<file path="src/rtl/approx_mul_8x8_pair_seq.sv">
// Sequential 8x8 unsigned multiplier built around one row-pair reduction unit.
// The x operand is walked two bits at a time; each step adds the reduced pair
// of partial-product rows, shifted into place, to a 16-bit accumulator.

// One row-pair reduction: rows y&x[0] (cols 0..7) and y&x[1] (cols 1..8)
// compressed by one half adder per column, then a single carry-propagate add.
// With approx_en the low columns trade accuracy for shorter carry paths:
// column 1 is dropped and columns 2..4 keep only the OR of their two bits.
module approx_mul_pair_unit (
    input  logic       approx_en,
    input  logic [7:0] y,
    input  logic [1:0] xp,
    output logic [9:0] pk
);
    logic [8:0] a, b, s, cy;

    assign a = {1'b0, y & {8{xp[0]}}};
    assign b = {y & {8{xp[1]}}, 1'b0};

    // Per-column half adders, with the approximate columns overridden
    always_comb begin
        s  = a ^ b;
        cy = a & b;
        if (approx_en) begin
            s[1]    = 1'b0;
            cy[1]   = 1'b0;
            s[4:2]  = a[4:2] | b[4:2];
            cy[4:2] = 3'b000;
        end
    end

    assign pk = {1'b0, s} + {cy, 1'b0};
endmodule

module approx_mul_8x8_pair_seq #(
    parameter int APPROX_PAIR0 = 1,
    parameter int SKIP_ZERO    = 0
) (
    input  logic        clk,
    input  logic        rst_n,
    input  logic        in_valid,
    output logic        in_ready,
    input  logic [7:0]  x,
    input  logic [7:0]  y,
    output logic        out_valid,
    input  logic        out_ready,
    output logic [15:0] p,
    output logic        busy
);
    typedef enum logic [1:0] {IDLE, RUN, DONE} state_t;

    typedef struct packed {
        logic [7:0] x;
        logic [7:0] y;
    } ops_t;

    state_t      state, state_nxt;
    ops_t        ops;
    logic [15:0] acc, acc_sum, p_r;
    logic [1:0]  cnt, first_cnt, nxt_cnt;
    logic        nxt_found, accept, in_zero;
    logic [3:0]  in_nz, run_nz;
    logic [9:0]  pk;

    assign in_nz   = {|x[7:6], |x[5:4], |x[3:2], |x[1:0]};
    assign run_nz  = {|ops.x[7:6], |ops.x[5:4], |ops.x[3:2], |ops.x[1:0]};
    assign in_zero = (x == 8'd0);

    // First pair to process for freshly accepted operands
    always_comb begin
        first_cnt = 2'd0;
        for (int k = 3; k >= 0; k--) begin
            if (SKIP_ZERO == 0 || in_nz[k]) first_cnt = 2'(k);
        end
    end

    // Next pair after the current one; none left means this is the last step
    always_comb begin
        nxt_found = 1'b0;
        nxt_cnt   = cnt;
        for (int k = 3; k >= 0; k--) begin
            if (k > int'(cnt) && (SKIP_ZERO == 0 || run_nz[k])) begin
                nxt_found = 1'b1;
                nxt_cnt   = 2'(k);
            end
        end
    end

    approx_mul_pair_unit u_pair (
        .approx_en (APPROX_PAIR0 != 0 && cnt == 2'd0),
        .y         (ops.y),
        .xp        (ops.x[{cnt, 1'b0} +: 2]),
        .pk        (pk)
    );

    assign acc_sum = acc + (16'(pk) << {cnt, 1'b0});

    // State register
    always_ff @(posedge clk or negedge rst_n) begin
        if (!rst_n) state <= IDLE;
        else        state <= state_nxt;
    end

    // Next state and handshake outputs
    always_comb begin
        state_nxt = state;
        in_ready  = 1'b0;
        out_valid = 1'b0;
        accept    = 1'b0;
        case (state)
            IDLE: begin
                in_ready = 1'b1;
                if (in_valid) begin
                    accept    = 1'b1;
                    state_nxt = (SKIP_ZERO != 0 && in_zero) ? DONE : RUN;
                end
            end
            RUN: begin
                if (!nxt_found) state_nxt = DONE;
            end
            DONE: begin
                out_valid = 1'b1;
                in_ready  = out_ready;
                if (out_ready) begin
                    if (in_valid) begin
                        accept    = 1'b1;
                        state_nxt = (SKIP_ZERO != 0 && in_zero) ? DONE : RUN;
                    end else begin
                        state_nxt = IDLE;
                    end
                end
            end
            default: state_nxt = IDLE;
        endcase
    end

    // Operand capture, accumulation, and result latch on entry to DONE
    always_ff @(posedge clk or negedge rst_n) begin
        if (!rst_n) begin
            ops <= '0;
            acc <= '0;
            cnt <= '0;
            p_r <= '0;
        end else if (accept) begin
            ops <= '{x: x, y: y};
            acc <= '0;
            cnt <= first_cnt;
            if (SKIP_ZERO != 0 && in_zero) p_r <= '0;
        end else if (state == RUN) begin
            acc <= acc_sum;
            if (nxt_found) cnt <= nxt_cnt;
            else           p_r <= acc_sum;
        end
    end

    assign p    = p_r;
    assign busy = (state != IDLE);
endmodule
</file>
<file path="config.mk">
export PLATFORM = sky130hd
export DESIGN_NAME = approx_mul_8x8_pair_seq
export DESIGN_NICKNAME = d
export VERILOG_FILES = /design/src/rtl/approx_mul_8x8_pair_seq.sv
export SDC_FILE = /design/constraint.sdc
export NUM_CORES = 1
export LEC_CHECK = 0
export CAP_MARGIN = 0
export CORE_AREA = 5 5 97 99
export DETAILED_ROUTE_END_ITERATION = 10
export DIE_AREA = 0 0 102 104
export PLACE_DENSITY = 0.63
export SYNTH_ARGS = -nofsm -noshare
export SYNTH_HDL_FRONTEND = slang
export SYNTH_SLANG_ARGS = --single-unit
</file>
<file path="constraint.sdc">
create_clock -name clk -period 7.2 [get_ports clk]
set_input_delay 1.44 -clock clk [delete_from_list [all_inputs] [get_ports clk]]
set_output_delay 1.44 -clock clk [all_outputs]
set_load 0.01 [all_outputs]
</file>
* Word-level counts from Yosys, hierarchy flattened
Cells that the tools add are included.
** Storage, ports and cells
- Bits in latches :: 0
- Bits in registers :: 52
- Memories :: 0
- RAM bits :: 0
- Bits in read-only memories :: 0
** Operators by class
- Multiplexer cells :: 23
- Add/subtract/negate cells :: 2
- Reductions and logical operators :: 9
- Bitwise gates (word level) :: 7
- Multipliers :: 0
- Shifts and indexed selects :: 2
- Div/mod/pow operators :: 0
- Eq/ne operators :: 5
- Magnitude comparators :: 3
** Operators by type and width (number)
- 2-to-1 mux 16 bit :: 2
- 2-to-1 mux 2 bit :: 9
- adder 16 bit :: 1
- AND 8 bit :: 2
- << shifter 10 x 3 -> 16 bit :: 1
- adder 9 x 10 -> 10 bit :: 1
- AND 8 x 9 -> 9 bit :: 1
- AND reduction 3 bit :: 3
- XOR 8 x 9 -> 9 bit :: 1
- 2-to-1 mux 4 bit :: 2
- variable part select 8 x 4 -> 2 bit :: 1
- 2-to-1 mux 1 bit :: 7
- inequality test 2 bit (second input constant) :: 3
- one-hot mux 2 bit (3 select lines) :: 1
- nonzero test 2 bit :: 3
- greater-than comparator 2 bit (first input constant) :: 2
- zero test 2 bit :: 2
- one-hot mux 1 bit (2 select lines) :: 2
- nonzero test 4 bit :: 1
- bitwise OR 3 bit :: 1
- equality test 2 x 1 -> 1 bit (second input constant) :: 1
- equality test 2 bit (second input constant) :: 1
- greater-than comparator 1 x 2 -> 1 bit (first input constant) :: 1
- inverter 1 bit :: 2

* Longest topological paths before layout
Gate-level depths: netlist of the first run.
- Depth after elaboration :: 9
- Mapped depth :: 23

* Cells and area by module
Synthesis of the first run repeated with hierarchy kept, for this count alone.
** Unflattened totals
- Cell total of the unflattened synthesis :: 404
- Area total of the unflattened synthesis :: 3488.3 µm²
** By module, submodules not included
- approx_mul_8x8_pair_seq :: seq. area each 1301.2 µm², instances 1, cells an instance 331, area an instance 2927.8 µm²
- approx_mul_pair_unit :: seq. area each 0.0 µm², instances 1, cells an instance 73, area an instance 560.5 µm²

* Worst setup path before layout of the first run
OpenSTA, ideal clock, no wires.
- Path kind :: register -> register
- Start :: register cnt[0]
- End :: register acc[14]
- Required time :: 7.076 ns
- Cell stages (with the launch flop) :: 23
- Path slack :: 2.334 ns
- Period minus slack after synthesis :: 4.866 ns
- Library setup time :: 0.124 ns
- Arrival time :: 4.743 ns
- Cells stage by stage :: dfrtp_1 -> mux4_2 -> and2_1 -> ha_1 -> nand2_1 -> o21ai_0 -> ha_1 -> inv_1 -> fa_1 -> nor2b_1 -> o21ai_0 -> a21o_1 -> a311oi_1 -> mux2i_1 -> o21a_1 -> ha_1 -> buf_2 -> a21o_1 -> a21o_1 -> and2_4 -> buf_6 -> or2_4 -> a211o_1
** On the way
- Word-level cells in the longest chain between the ends :: 9
- Elaborated cells on any way between the ends :: 14
** Ends and longest elaborated chain
- from (decl) :: RTL line 60 : logic [1:0] cnt, first_cnt, nxt_cnt;
- from (signal assigned) :: RTL line 147 : cnt <= first_cnt;
- from (signal assigned) :: RTL line 151 : if (nxt_found) cnt <= nxt_cnt;
- variable part select 8 x 4 -> 2 bit :: RTL line 92 : .xp (ops.x[{cnt, 1'b0} +: 2]),
- AND 8 bit (on tied branches) :: RTL line 17, 18
- XOR 8 x 9 -> 9 bit (tied with other cells) :: RTL line 22 : s = a ^ b;
- 2-to-1 mux 4 bit :: RTL line 24 : if (approx_en) begin
- adder 9 x 10 -> 10 bit :: RTL line 32 : assign pk = {1'b0, s} + {cy, 1'b0};
- << shifter 10 x 3 -> 16 bit * :: RTL line 96 : assign acc_sum = acc + (16'(pk) << {cnt, 1'b0});
- adder 16 bit * :: RTL line 96
- 2-to-1 mux 16 bit * :: RTL line 149 : end else if (state == RUN) begin
- 2-to-1 mux 16 bit * :: RTL line 144 : end else if (accept) begin
- to (signal assigned) :: RTL line 150 : acc <= acc_sum;
- to (decl) :: RTL line 59 : logic [15:0] acc, acc_sum, p_r;
Every way passes the cells marked *; elsewhere a longest branch is shown, timed or not. The select of a mux whose other input is x is not followed.
A chain may end at the register's enable or synchronous reset.

* Worst setup path in the final report of the first run
Same ends and word-level chain as after synthesis.

==> results of run 1 <==
-- final cells by class --
class                      instances  area share
multi-input combinational        320       0.521
sequential                        52       0.306
timing repair buffer              42      0.0952
tap                              108      0.0317
clock buffer                       6      0.0194
inverter                          20      0.0176
clock inverter                     2     0.00911
-- critical path, stage by stage, from the launching register on --
cell,delay [ns]
dfrtp_1,0.64
mux4_2,0.65
and2_1,0.21
ha_1,0.27
nand2_1,0.05
o21ai_0,0.08
ha_1,0.21
inv_1,0.06
fa_1,0.40
nor2b_1,0.12
o21ai_0,0.12
a21o_1,0.22
a311oi_1,0.43
mux2i_1,0.16
o21a_1,0.21
ha_1,0.42
nand2_1,0.12
nor2_1,0.17
o211ai_1,0.11
a21oi_1,0.46
nor3_1,0.10
a211o_1,0.28
-- sequential cells by signal, summed over array words and instances, names as in the netlist --
register / flops
acc: 16
cnt: 2
ops: 16
p: 16
state: 2
-- per-stage QoR --
stage          hold WS [ns]   util  area (µm²)  cells  worst slack, ns
2_1_floorplan         0.455      -        3680    411             2.33
3_3_place_gp          0.467  0.489        4140    542             1.85
3_5_place_dp          0.462  0.489        4140    542             1.64
4_1_cts               0.496  0.503        4260    550             1.59
5_1_grt               0.519  0.503        4260    550             1.08
6_report              0.490  0.503        4260    550             1.57
-- per-layer routing --
layer  wire (µm)  vias to the layer above  track usage
met3         368                        4       0.0268
met4          78                        0       0.0394
met5           0                        -            0
met2        3750                       59        0.254
met1        4030                     1438        0.237
li1            -                     1518            -
-- cells in the final DEF (no fill, tap or decap), drive strengths merged, types with 6 or more instances in the layout --
| cell | Yosys | final |
|---|---|---|
| nand2 | 53 | 53 |
| dfrtp | 52 | 52 |
| clkdlybuf4s50 | 0 | 37 |
| o21ai | 33 | 33 |
| ha | 32 | 32 |
| nor2 | 21 | 21 |
| inv | 20 | 20 |
| a21oi | 19 | 19 |
| mux2 | 18 | 18 |
| and2 | 18 | 18 |
| nand3 | 11 | 11 |
| nor3 | 11 | 11 |
| xor2 | 8 | 8 |
| a21o | 8 | 8 |
| o22ai | 8 | 8 |
| mux2i | 7 | 7 |
| nand2b | 7 | 7 |
| clkbuf | 17 | 6 |
-- worst paths after layout --
| kind | from | slack, ns | end | cells after the start |
|---|---|---|---|---|
| max | cnt[0] | 1.57 | acc[14] | 21 |
| min | p[0] | 0.49 | p[0] | 2 |
| max reg2reg | cnt[0] | 1.57 | acc[14] | 21 |
| min reg2reg | p[0] | 0.49 | p[0] | 2 |
| max in group asynchronous | rst_n | 5.53 | p[14] | 2 |
| min in group asynchronous | rst_n | 1.23 | ops[4] | 2 |
-- cell families (layout without fill, tap and decap cells) --
family          count (synthesis)  after routing  share of synthesized area
buf+inv                        39             70                     0.0422
flops                          52             52                      0.354
fa+ha+maj                      34             34                      0.120
mux                            27             27                     0.0865
xor+xnor                       13             13                     0.0310
other cells                     2              2                    0.00204
compound gates                106            106                      0.184
simple gates                  138            138                      0.180
==> impl_metrics.ini, run 1 <==
[place]
place_hpwl_mm = 6.13
place_congestion = 0.922
numPortBuffers = 38

[synth]
avgSynthCellArea_um2 = 8.94
synth.area.top_cells = dfrtp_1 (35%), ha_1 (11%), mux2_2 (5.5%)
synth_area_um2 = 3680
syn_nets = 465
synth.distinct_cells = 51
synth_edf_count = 0
synth_flop_cell = dfrtp_1
synth_top_area_cell = dfrtp_1
synthCells = 411
synth_warnings = 0
synthMostInstantiatedCell = nand2_1
ys_ff_latch = 52
synth_top_cell_area_share = 0.354
synth_seq_area_share = 0.354
ys_top_cells_by_count = nand2_1 (53), dfrtp_1 (52), ha_1 (32), o21ai_0 (32), nor2_1 (21)
async_flop_share = 1.00

[timing]
fmax_ghz = 0.178
slew_headroom = 0.297
rsz0062_at_grt = no
hold_viol = 0
fin_skew_ns = 0.00954
slew_violations = 0
fin_tns_setup_ns = 0
setup_viol = 0
worst_pin_slew_ns = 1.05
fin_crit_sh = 0.782
min_period_ns = 5.63

[worst_setup_path]
cp.required_ns = 7.41
arrival_ns = 5.84
crit_path_start_kind = flip-flop
crit_fanout = 14
end_kind = flip-flop
path_class = reg2reg

[layout]
syn_to_final_growth_pct = 15.8
antenna_cells = 0
multi_input_area_um2 = 2220
final-seq-area_um2 = 1300
layout-drive-gt1-share = 0.0860
fin_nets = 495
num-fill-cells = 779

[run_status]
status = completed

[detailed_routing]
dr.pass1.iters = 4
drcViolationCount = 0
wire_per_inst_um = 15.0
drt_iter0_drc = 119
routed_wl_mm = 8.23
vias = 3019
ant_nets = 0
post_drt_via_cell_ratio = 5.49

[floorplan]
die_area_um2 = 10600
initial_utilization = 0.434
ios = 39
die_w_um = 102
row_count = 34
die_h_um = 104
core_um2 = 8470

[global_route]
grt_pass1_wl_mm = 14.2
overflow = 0
grt_max_degree = 53
grt_pass1_vias = 2991
antenna_found_initial = 0
track_usage = 0.164

[worst_hold_path]
min_path_type = reg2reg

[clock_network]
numCtsBuffers = 5
ctsHoldBuffers = 0
cts_tree = built
clockBufferDepth = 2
post_cts_resized = 0
h-tree-depth = 2
clkTransAtPathRegs_ns = 0.11
clockRootBuffer = clkbuf_8
clkLatencyLatePin_ns = 0.31
cts.sink_count = 52
post_cts_buffers = 0

[job]
maxCapViolations = 0
Power of run 1 is left out: the tool's default activity adds up to more than one toggle a clock period on the data nets, which glitch-free logic cannot reach.
==> inputs of run 2 (changes only) <==
--- a/config.mk
+++ b/config.mk
@@ -9,7 +9,7 @@
 export CORE_AREA = 5 5 97 99
 export DETAILED_ROUTE_END_ITERATION = 10
 export DIE_AREA = 0 0 102 104
-export PLACE_DENSITY = 0.63
+export PLACE_DENSITY = 0.66
 export SYNTH_ARGS = -nofsm -noshare
 export SYNTH_HDL_FRONTEND = slang
 export SYNTH_SLANG_ARGS = --single-unit
==> constraint.sdc (replaced) <==
create_clock -name clk -period 4.7 [get_ports clk]
set_input_delay 0.94 -clock clk [delete_from_list [all_inputs] [get_ports clk]]
set_output_delay 0.94 -clock clk [all_outputs]
set_load 0.01 [all_outputs]
==> impl_metrics.ini, run 2 (synthesis gave the netlist of run 1 again) <==
[clock_network]
h-tree-depth = 2
clockBufferDepth = 2
numCtsBuffers = 5
cts_tree = built
clkLatencyLatePin_ns = 0.31
cts.sink_count = 52
ctsHoldBuffers = 0
clockRootBuffer = clkbuf_8
clkTransAtPathRegs_ns = 0.10

[layout]
layout_common_cells = dfrtp_1 (52), nand2_1 (49), clkdlybuf4s50_1 (37)
fin_nets = 526
layout-drive-gt1-share = 0.214
layout_commonest_cell = dfrtp_1
syn_to_final_growth_pct = 27.5
antenna_cells = 0

[worst_setup_path]
r2r_end = acc[13]
cpMaxStageDelayCell = mux4_2
rr_worst_depth = 20
arrival_ns = 4.82
max_stage_delay_ns = 0.57
path_class = reg2reg
path_cells = mux4_2, buf_4, nand2_1, ha_1, nand2_1, o21ai_0, ha_1, o21ai_0, o21ai_2, a21boi_1, o21ai_0, mux2_2, mux2_2, ha_1, buf_4, o21a_1, o2111ai_1, o311ai_2, xnor2_2, o22ai_1
crit_fanout = 5
r2r_start = cnt[0]
crit_path_start_kind = flip-flop
rrSetupSlack_ns = 0.05
end_kind = flip-flop
cp.required_ns = 4.86

[detailed_routing]
wire_per_inst_um = 15.3
drt_iter0_drc = 125
ant_nets = 0
routed_wl_mm = 8.89
dr.pass1.iters = 4
drcViolationCount = 0
vias = 3188
post_drt_via_cell_ratio = 5.49

[timing]
fmax_ghz = 0.215
slew_headroom = 0.293
setup_viol = 0
hold_viol = 0
slew_violations = 0
min_period_ns = 4.65
fin_skew_ns = 0.0131
rsz0062_at_grt = yes
setup_slack_ns = 0.0460
worst_pin_slew_ns = 1.06
fin_crit_sh = 0.990

[job]
maxCapViolations = 0

[floorplan]
die_w_um = 102
row_count = 34
ios = 39
initial_utilization = 0.434
core_um2 = 8470
die_h_um = 104
die_area_um2 = 10600

[worst_hold_path]
worstHoldPathCells = 2
hold_path_end = p[9]
min_path_type = reg2reg
min_from = p[9]

[global_route]
overflow = 0
gr-usage-met2 = 0.262
grt_pass1_wl_mm = 14.6
antenna_found_initial = 0
grt_max_degree = 53
grt_use_met1 = 0.240
met3_usage = 0.0268
top_usage_layer = met2
grt_pass1_vias = 3093
track_usage = 0.167

[place]
place_congestion = 0.885
place_hpwl_mm = 6.35
numPortBuffers = 38
place_ws_ns = -0.109

[run_status]
status = completed
-- run 2: cell count changes in the layout (fill, tap and decap cells not counted), moves of 3 or more --
cell | before | now
nand2_1 | 53 | 49
ha_1 | 32 | 27
ha_4 | 0 | 4
o21ai_1 | 1 | 6
nand2_2 | 0 | 3
a21oi_1 | 19 | 13
buf_4 | 4 | 34
a21oi_2 | 0 | 5
o21ai_2 | 0 | 3
o21ai_0 | 32 | 24
-- run 2: area by class of cell --
cell class	instances	area, µm²
Fill cell	763	3780
Multi-Input combinational cell	320	2410
Sequential cell	52	1300
Timing Repair Buffer	73	642
Tap cell	108	135
Clock buffer	6	82.6
Inverter	20	75.1
Clock inverter	2	38.8
-- run 2: routing by layer --
metal / routed length, µm / up-vias / part of all wire
met2: 4290 / 64 / 0.48
met3: 334 / 10 / 0.038
met5: 0 / - / 0
met4: 124 / 0 / 0.014
li1: - / 1577 / -
met1: 4150 / 1537 / 0.47
-- run 2: what timing repair did --
item / 4_1_cts / 5_1_grt
pin swaps: 3 / 35
setup buffers: 1 / 6
endpoints found under the setup margin: 3 / 17
gates resized for setup: 5 / 38
endpoints found under the hold margin: 0 / 0
-- run 2: stage by stage --
stage                     TNS, ns  area [µm²]  hold slack [ns]  std cells  utilization
after CTS                       0        4480            0.496        575        0.529
after global placement    -0.0471        4340            0.468        566        0.512
final                           0        4690            0.489        581        0.554
after detailed placement   -0.202        4340            0.462        566        0.512
after global routing        -1.42        4690            0.521        581        0.554
after floorplan                 0        3700            0.455        411            -
-- run 2: critical path: cells and delay by family, from the launching register on --
| kind | cells | cell delay (ns) |
|---|---|---|
| adder cells (fa/ha/maj) | 3 | 0.90 |
| buffers and inverters | 2 | 0.34 |
| flip-flops | 1 | 0.42 |
| XOR/XNOR | 1 | 0.20 |
| multiplexers | 3 | 1.14 |
| AND/OR/NAND/NOR | 2 | 0.14 |
| AO/OA/AOI/OAI | 9 | 1.36 |
-- run 2: worst max-delay path by stage --
stage	slack [ns]	from	endpoint	cells past startpoint
6_report	0.05	cnt[0]	acc[13]	20
5_1_grt	-0.22	cnt[0]	acc[13]	20
4_1_cts	0.008	cnt[0]	acc[13]	19
3_5_place_dp	-0.11	cnt[0]	acc[13]	20
3_3_place_gp	-0.04	cnt[0]	acc[13]	20
2_1_floorplan	0.03	cnt[0]	acc[14]	22
Power of run 2 is left out for the same reason.
